File: src/rtl/clock_pkg.sv
// Shared definitions for the clock mode sequencer: FSM state codes,
// digit selectors, digit limits and the wrapping digit-increment helper.
package clock_pkg;

  // Mode FSM state codes; 14 and 15 are unused and recover to ST_NORMAL.
  typedef enum logic [3:0] {
    ST_NORMAL    = 4'd0,
    ST_ALM_HT    = 4'd1,
    ST_ALM_HU    = 4'd2,
    ST_ALM_MT    = 4'd3,
    ST_ALM_MU    = 4'd4,
    ST_ALM_ON    = 4'd5,
    ST_SW        = 4'd6,
    ST_SW_SPLIT  = 4'd7,
    ST_SW_CLR    = 4'd8,
    ST_SET_HT    = 4'd9,
    ST_SET_HU    = 4'd10,
    ST_SET_MT    = 4'd11,
    ST_SET_MU    = 4'd12,
    ST_SET_APPLY = 4'd13
  } mode_state_t;

  // Which digit of an hh:mm editor the increment strobe acts on.
  typedef enum logic [1:0] {
    DIG_HT = 2'd0,
    DIG_HU = 2'd1,
    DIG_MT = 2'd2,
    DIG_MU = 2'd3
  } digit_sel_t;

  localparam logic [3:0] HT_MAX       = 4'd2;
  localparam logic [3:0] HU_MAX       = 4'd9;
  localparam logic [3:0] HU_MAX_AT_20 = 4'd3;
  localparam logic [3:0] MT_MAX       = 4'd5;
  localparam logic [3:0] MU_MAX       = 4'd9;

  // Increment a BCD digit, wrapping to 0 past max (also recovers from >max).
  function automatic logic [3:0] wrap_inc(input logic [3:0] val, input logic [3:0] max);
    return (val >= max) ? 4'd0 : val + 4'd1;
  endfunction

endpackage

File: src/rtl/hhmm_editor.sv
// Four-digit hh:mm editor: digit registers with per-digit wrap, the
// hours-units clamp when hours tens reaches 2, and binary conversion.
module hhmm_editor
  import clock_pkg::*;
#(
  parameter int HOUR_W = 6
) (
  input  logic              clk,
  input  logic              rst,
  input  logic              inc,
  input  digit_sel_t        sel,
  output logic [HOUR_W-1:0] hours,
  output logic [HOUR_W-1:0] minutes
);

  logic [3:0] ht_reg, hu_reg, mt_reg, mu_reg;
  logic [3:0] ht_next, hu_next, mt_next, mu_next;

  // Next digit values: only the selected digit moves on an increment strobe.
  always_comb begin
    ht_next = ht_reg;
    hu_next = hu_reg;
    mt_next = mt_reg;
    mu_next = mu_reg;
    if (inc) begin
      case (sel)
        DIG_HT: begin
          ht_next = wrap_inc(ht_reg, HT_MAX);
          // Entering the 20s must not leave an illegal 24..29 behind.
          if (ht_next == HT_MAX && hu_reg > HU_MAX_AT_20) hu_next = HU_MAX_AT_20;
        end
        DIG_HU: hu_next = wrap_inc(hu_reg, (ht_reg == HT_MAX) ? HU_MAX_AT_20 : HU_MAX);
        DIG_MT: mt_next = wrap_inc(mt_reg, MT_MAX);
        DIG_MU: mu_next = wrap_inc(mu_reg, MU_MAX);
        default: ;
      endcase
    end
  end

  // Digit registers.
  always_ff @(posedge clk) begin
    if (rst) begin
      ht_reg <= 4'd0;
      hu_reg <= 4'd0;
      mt_reg <= 4'd0;
      mu_reg <= 4'd0;
    end else begin
      ht_reg <= ht_next;
      hu_reg <= hu_next;
      mt_reg <= mt_next;
      mu_reg <= mu_next;
    end
  end

  assign hours   = HOUR_W'(ht_reg) * HOUR_W'(10) + HOUR_W'(hu_reg);
  assign minutes = HOUR_W'(mt_reg) * HOUR_W'(10) + HOUR_W'(mu_reg);

endmodule

File: src/rtl/clock_mode_sequencer.sv
// Mode controller for the digital clock: button edge detection, the mode
// FSM, alarm/set-time editors and stopwatch/time-load strobes.
// Optional feature macro: CLOCK_SW_SPLIT_EN enables the SW_SPLIT state.
module clock_mode_sequencer
  import clock_pkg::*;
#(
  parameter int HOUR_W = 6
) (
  input  logic              clk,
  input  logic              rst,
  input  logic              mode_button,
  input  logic              inc_button,
  output logic [HOUR_W-1:0] alarm_hours,
  output logic [HOUR_W-1:0] alarm_minutes,
  output logic              alarm_on,
  output logic [HOUR_W-1:0] set_hours,
  output logic [HOUR_W-1:0] set_minutes,
  output logic              time_load,
  output logic              sw_run,
  output logic              sw_clear,
  output logic              sw_freeze,
  output logic [3:0]        mode_state
);

  mode_state_t state_reg, state_next;
  logic        mode_prev_reg, inc_prev_reg;
  logic        alarm_on_reg, alarm_on_next;
  logic        sw_run_reg, sw_run_next;
  logic        time_load_reg, time_load_next;
  logic        sw_clear_reg, sw_clear_next;
  logic        mode_evt, inc_evt;
  logic        alm_inc, set_inc;
  digit_sel_t  alm_sel, set_sel;

  // Rising-edge events; a simultaneous mode event swallows the increment.
  assign mode_evt = mode_button & ~mode_prev_reg;
  assign inc_evt  = inc_button & ~inc_prev_reg & ~mode_evt;

  // Route increment events to the editor and digit owned by the current state.
  always_comb begin
    alm_inc = 1'b0;
    alm_sel = DIG_HT;
    set_inc = 1'b0;
    set_sel = DIG_HT;
    case (state_reg)
      ST_ALM_HT: begin alm_inc = inc_evt; alm_sel = DIG_HT; end
      ST_ALM_HU: begin alm_inc = inc_evt; alm_sel = DIG_HU; end
      ST_ALM_MT: begin alm_inc = inc_evt; alm_sel = DIG_MT; end
      ST_ALM_MU: begin alm_inc = inc_evt; alm_sel = DIG_MU; end
      ST_SET_HT: begin set_inc = inc_evt; set_sel = DIG_HT; end
      ST_SET_HU: begin set_inc = inc_evt; set_sel = DIG_HU; end
      ST_SET_MT: begin set_inc = inc_evt; set_sel = DIG_MT; end
      ST_SET_MU: begin set_inc = inc_evt; set_sel = DIG_MU; end
      default: ;
    endcase
  end

  // Mode FSM next state plus the alarm-enable, stopwatch and load controls.
  always_comb begin
    state_next     = state_reg;
    alarm_on_next  = alarm_on_reg;
    sw_run_next    = sw_run_reg;
    time_load_next = 1'b0;
    sw_clear_next  = 1'b0;
    case (state_reg)
      ST_NORMAL: if (mode_evt) state_next = ST_ALM_HT;
      ST_ALM_HT: if (mode_evt) state_next = ST_ALM_HU;
      ST_ALM_HU: if (mode_evt) state_next = ST_ALM_MT;
      ST_ALM_MT: if (mode_evt) state_next = ST_ALM_MU;
      ST_ALM_MU: if (mode_evt) state_next = ST_ALM_ON;
      ST_ALM_ON: begin
        if (mode_evt) state_next = ST_SW;
        else if (inc_evt) alarm_on_next = ~alarm_on_reg;
      end
      ST_SW: begin
        if (mode_evt) begin
`ifdef CLOCK_SW_SPLIT_EN
          if (sw_run_reg) begin
            state_next = ST_SW_SPLIT;
          end else begin
            state_next    = ST_SW_CLR;
            sw_run_next   = 1'b0;
            sw_clear_next = 1'b1;
          end
`else
          state_next    = ST_SW_CLR;
          sw_run_next   = 1'b0;
          sw_clear_next = 1'b1;
`endif
        end else if (inc_evt) begin
          sw_run_next = ~sw_run_reg;
        end
      end
`ifdef CLOCK_SW_SPLIT_EN
      ST_SW_SPLIT: begin
        if (mode_evt) state_next = ST_SW;
        else if (inc_evt) sw_run_next = ~sw_run_reg;
      end
`endif
      ST_SW_CLR: if (mode_evt) state_next = ST_SET_HT;
      ST_SET_HT: if (mode_evt) state_next = ST_SET_HU;
      ST_SET_HU: if (mode_evt) state_next = ST_SET_MT;
      ST_SET_MT: if (mode_evt) state_next = ST_SET_MU;
      ST_SET_MU: if (mode_evt) state_next = ST_SET_APPLY;
      ST_SET_APPLY: begin
        if (mode_evt) state_next = ST_NORMAL;
        else if (inc_evt) time_load_next = 1'b1;
      end
      default: state_next = ST_NORMAL;
    endcase
  end

  // State, button history and control registers.
  always_ff @(posedge clk) begin
    if (rst) begin
      state_reg     <= ST_NORMAL;
      mode_prev_reg <= 1'b0;
      inc_prev_reg  <= 1'b0;
      alarm_on_reg  <= 1'b0;
      sw_run_reg    <= 1'b0;
      time_load_reg <= 1'b0;
      sw_clear_reg  <= 1'b0;
    end else begin
      state_reg     <= state_next;
      mode_prev_reg <= mode_button;
      inc_prev_reg  <= inc_button;
      alarm_on_reg  <= alarm_on_next;
      sw_run_reg    <= sw_run_next;
      time_load_reg <= time_load_next;
      sw_clear_reg  <= sw_clear_next;
    end
  end

  hhmm_editor #(.HOUR_W(HOUR_W)) u_alarm_editor (
    .clk     (clk),
    .rst     (rst),
    .inc     (alm_inc),
    .sel     (alm_sel),
    .hours   (alarm_hours),
    .minutes (alarm_minutes)
  );

  hhmm_editor #(.HOUR_W(HOUR_W)) u_set_editor (
    .clk     (clk),
    .rst     (rst),
    .inc     (set_inc),
    .sel     (set_sel),
    .hours   (set_hours),
    .minutes (set_minutes)
  );

  assign alarm_on   = alarm_on_reg;
  assign sw_run     = sw_run_reg;
  assign time_load  = time_load_reg;
  assign sw_clear   = sw_clear_reg;
  assign mode_state = state_reg;

`ifdef CLOCK_SW_SPLIT_EN
  assign sw_freeze = (state_reg == ST_SW_SPLIT);
`else
  assign sw_freeze = 1'b0;
`endif

endmodule

File: config.mk
export PLATFORM = sky130hd
export DESIGN_NAME = clock_mode_sequencer
export DESIGN_NICKNAME = d
export VERILOG_FILES = /design/src/rtl/clock_pkg.sv /design/src/rtl/hhmm_editor.sv /design/src/rtl/clock_mode_sequencer.sv
export SDC_FILE = /design/constraint.sdc
export NUM_CORES = 1
export LEC_CHECK = 0
export ABC_AREA = 1
export BUFFER_PORTS_ARGS = -buffer_cell sky130_fd_sc_hd__buf_2
export CAP_MARGIN = 10
export CORE_ASPECT_RATIO = 1.2
export CORE_MARGIN = 4
export CORE_UTILIZATION = 54
export DETAILED_ROUTE_END_ITERATION = 16
export PLACE_DENSITY = 0.77
export SLEW_MARGIN = 20
export SYNTH_ARGS = -nofsm -noshare
export SYNTH_HDL_FRONTEND = slang
export SYNTH_SLANG_ARGS = --single-unit
File: constraint.sdc
create_clock -name clk -period 1.86 [get_ports clk]
set_input_delay 0.093 -clock clk [delete_from_list [all_inputs] [get_ports clk]]
set_output_delay 0.093 -clock clk [all_outputs]
set_load 0.02 [all_outputs]
==> results_dict.tcl <==
set metrics [dict create \
    status "completed" \
    rsz0062_at_grt "true" \
    clock_latency_ns 0.31 \
    fin_hold_ws_ns 0.0255 \
    finalPower_mw 1.84 \
    worstPathCellList "buf_6, ha_4, fa_2, nand2_2, nand2_1, nand2_1, xor2_1, buf_4" \
    synth_flop_cell "dfxtp_1" \
    holdCritPathClass "in2reg" \
    yosysMostFrequentCell "nand2_1" \
    cts_sinks 42 \
    synth_edf_count 0 \
    crit_slowest_cell "fa_2" \
    drcViolationCount 0 \
    crit_path_max_incr_delay_ns 0.35 \
    gp_routability_congestion 0.842 \
    grt_overflow 0 \
    antenna_left 0 \
    nFillCells 479 \
    path_buf_inv 2 \
    syn_area_per_cell_um2 7.10 \
    ys_warn_count 0 \
    drv_cap 0 \
    ctsHtreeMaxLevel 2 \
    worst_ir_drop_vdd_v 0.000392 \
    die_y_um 93.1 \
    insertedDiodeCount 0 \
    crit_path_max_fanout 4 \
    synth_area_leaders "dfxtp_1 (26%), ha_1 (18%), nand2_1 (11%)" \
    die_area_um2 7350 \
    dp_cells 574 \
    end_kind "output port" \
    cts_buffers 5 \
    grt_max_degree 16 \
    drive_above_1_share 0.248 \
    routed_via_density 5.11 \
    power.density_nw_per_um2 459 \
    synthesis.area_um2 3260 \
    startpoint_type "register" \
    setup-violations-final 0 \
    nets 562 \
    fin_skew_ns 0.0102 \
    path_delay_family "adder cells" \
    dp_hpwl_um 5160 \
    final_util 0.697 \
    crit_type "reg2out" \
    cts_max_path_buffers 2 \
    grt_pass1_wl_um 12400 \
    area_growth_pct 22.8 \
    cts_tree "yes" \
    async_flop_share 0 \
    wl_per_cell_um 12.3 \
    cts_root_buffer "clkbuf_8" \
    fin_crit_ns 1.84 \
    vias 3012 \
    power.leakage_nw 1.99 \
    ys_top_cells_by_count "nand2_1 (93), inv_1 (61), nor2_1 (60)" \
    drt_iter0_markers 134 \
    regToRegSetupSlack_ns 0.10 \
    rows 30 \
    track_usage 0.205 \
    slew-limit-headroom 0.646 \
    synthDistinctLibCells 33 \
    initial_core_util 0.568 \
    tightest_slew_ns 0.531 \
    drt-pass1-iter-count 4 \
    synth_top_area_cell "dfxtp_1" \
    synth-seq-area-share 0.258 \
    stdcell_count 589 \
    ios 37 \
    ys_ff_latch 42 \
    port_buffers 35 \
    routed_wl_um 7270 \
    syn_inst 459 \
    cp_data_required_time_ns 1.77 \
    cts.clk_slew.worst_paths_ns 0.09 \
    hold_viol 0 \
    finalMaxSlewViolations 0 \
    fmax_mhz 543 \
    critPathMostFrequentCell "nand2_1" \
    synth_top_area_frac 0.258 \
    period_share 0.991 \
    final.setup.tns_ns 0 \
    grt_pass1_vias 2865 \
    cp.arrival_ns 1.75 \
    core_um2 5740 \
    antenna_found_initial 0 \
    die_w_um 78.9 \
    syn_nets 513 \
]
report_power, final:
group	internal, mW	total [mW]	switching, mW	leakage [nW]
logic	0.0998	0.274	0.174	1.61
clock network	0.269	0.631	0.362	0.0408
registers	0.909	0.931	0.0222	0.346
total	1.28	1.84	0.558	1.99
worst reg2reg max path, cell delays in order (launching register included):
cell,delay [ns]
dfxtp_2,0.33
inv_1,0.07
ha_1,0.16
inv_1,0.06
nor2_2,0.13
inv_1,0.06
ha_1,0.26
nand2_1,0.06
nand2_1,0.06
a21oi_2,0.20
nand3_1,0.10
nand3_1,0.08
nand2_1,0.05
nor2_1,0.08
routing by layer:
layer	wire length, um	share of wire	global-route usage	vias to the layer above
met5	0	0	0	-
met4	120	0.017	0.0673	0
met3	308	0.042	0.0385	11
met2	3710	0.51	0.371	75
met1	3130	0.43	0.241	1369
li1	-	-	-	1557
path summary, 6_finish.rpt:
path / cells after the start / endpoint / startpoint
worst max register to register: 13 / u_alarm_editor.hu_reg[3]$_SDFFE_PP0P_ / u_alarm_editor.ht_reg[0]$_SDFFE_PP0P_
worst max-delay path: 8 / alarm_hours[5] / u_alarm_editor.ht_reg[0]$_SDFFE_PP0P_
worst min register to register: 2 / u_alarm_editor.ht_reg[3]$_SDFFE_PP0P_ / u_alarm_editor.ht_reg[3]$_SDFFE_PP0P_
worst min-delay path: 3 / inc_prev_reg$_SDFF_PP0_ / inc_button
layout by cell type (no fill, tap or decap), types with 8 or more instances in the layout:
master and count:
buf_4 22, nand3_1 22, inv_1 61, a21oi_1 20, dfxtp_1 32, xor2_1 17
nand2_1 90, nor2_1 58, ha_1 29, o21ai_0 17, ha_4 15, nor3_1 8
buf_2 27, nand4_1 10
per-stage QoR:
step,setup WS [ns],cell area (um^2)
after floorplan,0.0245,3260
after global placement,0.0922,3550
after detailed placement,0.0461,3550
after CTS,-0.00688,3850
after global routing,-0.0980,4000
final,0.0174,4000
area by class of cell:
| type | instances | area (um^2) | area share |
|---|---|---|---|
| sequential | 42 | 861 | 0.215 |
| tap | 80 | 100 | 0.0250 |
| clock buffer | 5 | 68.8 | 0.0172 |
| timing repair buffer | 52 | 334 | 0.0834 |
| inverter | 66 | 250 | 0.0625 |
| clock inverter | 3 | 23.8 | 0.00594 |
| multi-input combinational | 341 | 2370 | 0.591 |
cell families (layout without fill, tap and decap cells):
group | after synthesis | count (layout) | share of synthesized area
AND/OR/NAND/NOR | 219 | 219 | 0.304
AO/OA/AOI/OAI | 46 | 46 | 0.0741
adder cells (fa/ha/maj) | 50 | 50 | 0.201
other | 1 | 1 | 0.00115
XOR/XNOR | 25 | 25 | 0.0672
buffers and inverters | 76 | 126 | 0.0948
flip-flops | 42 | 42 | 0.258
what timing repair did:
item | in CTS | in global routing
resized for setup | 34 | 27
gates cloned | 0 | 0
hold buffers | 0 | 0
pin swaps | 7 | 18
buffers inserted | 1 | 6
endpoints found under the setup margin | 9 | 16
(Power assumes the default switching activity.)
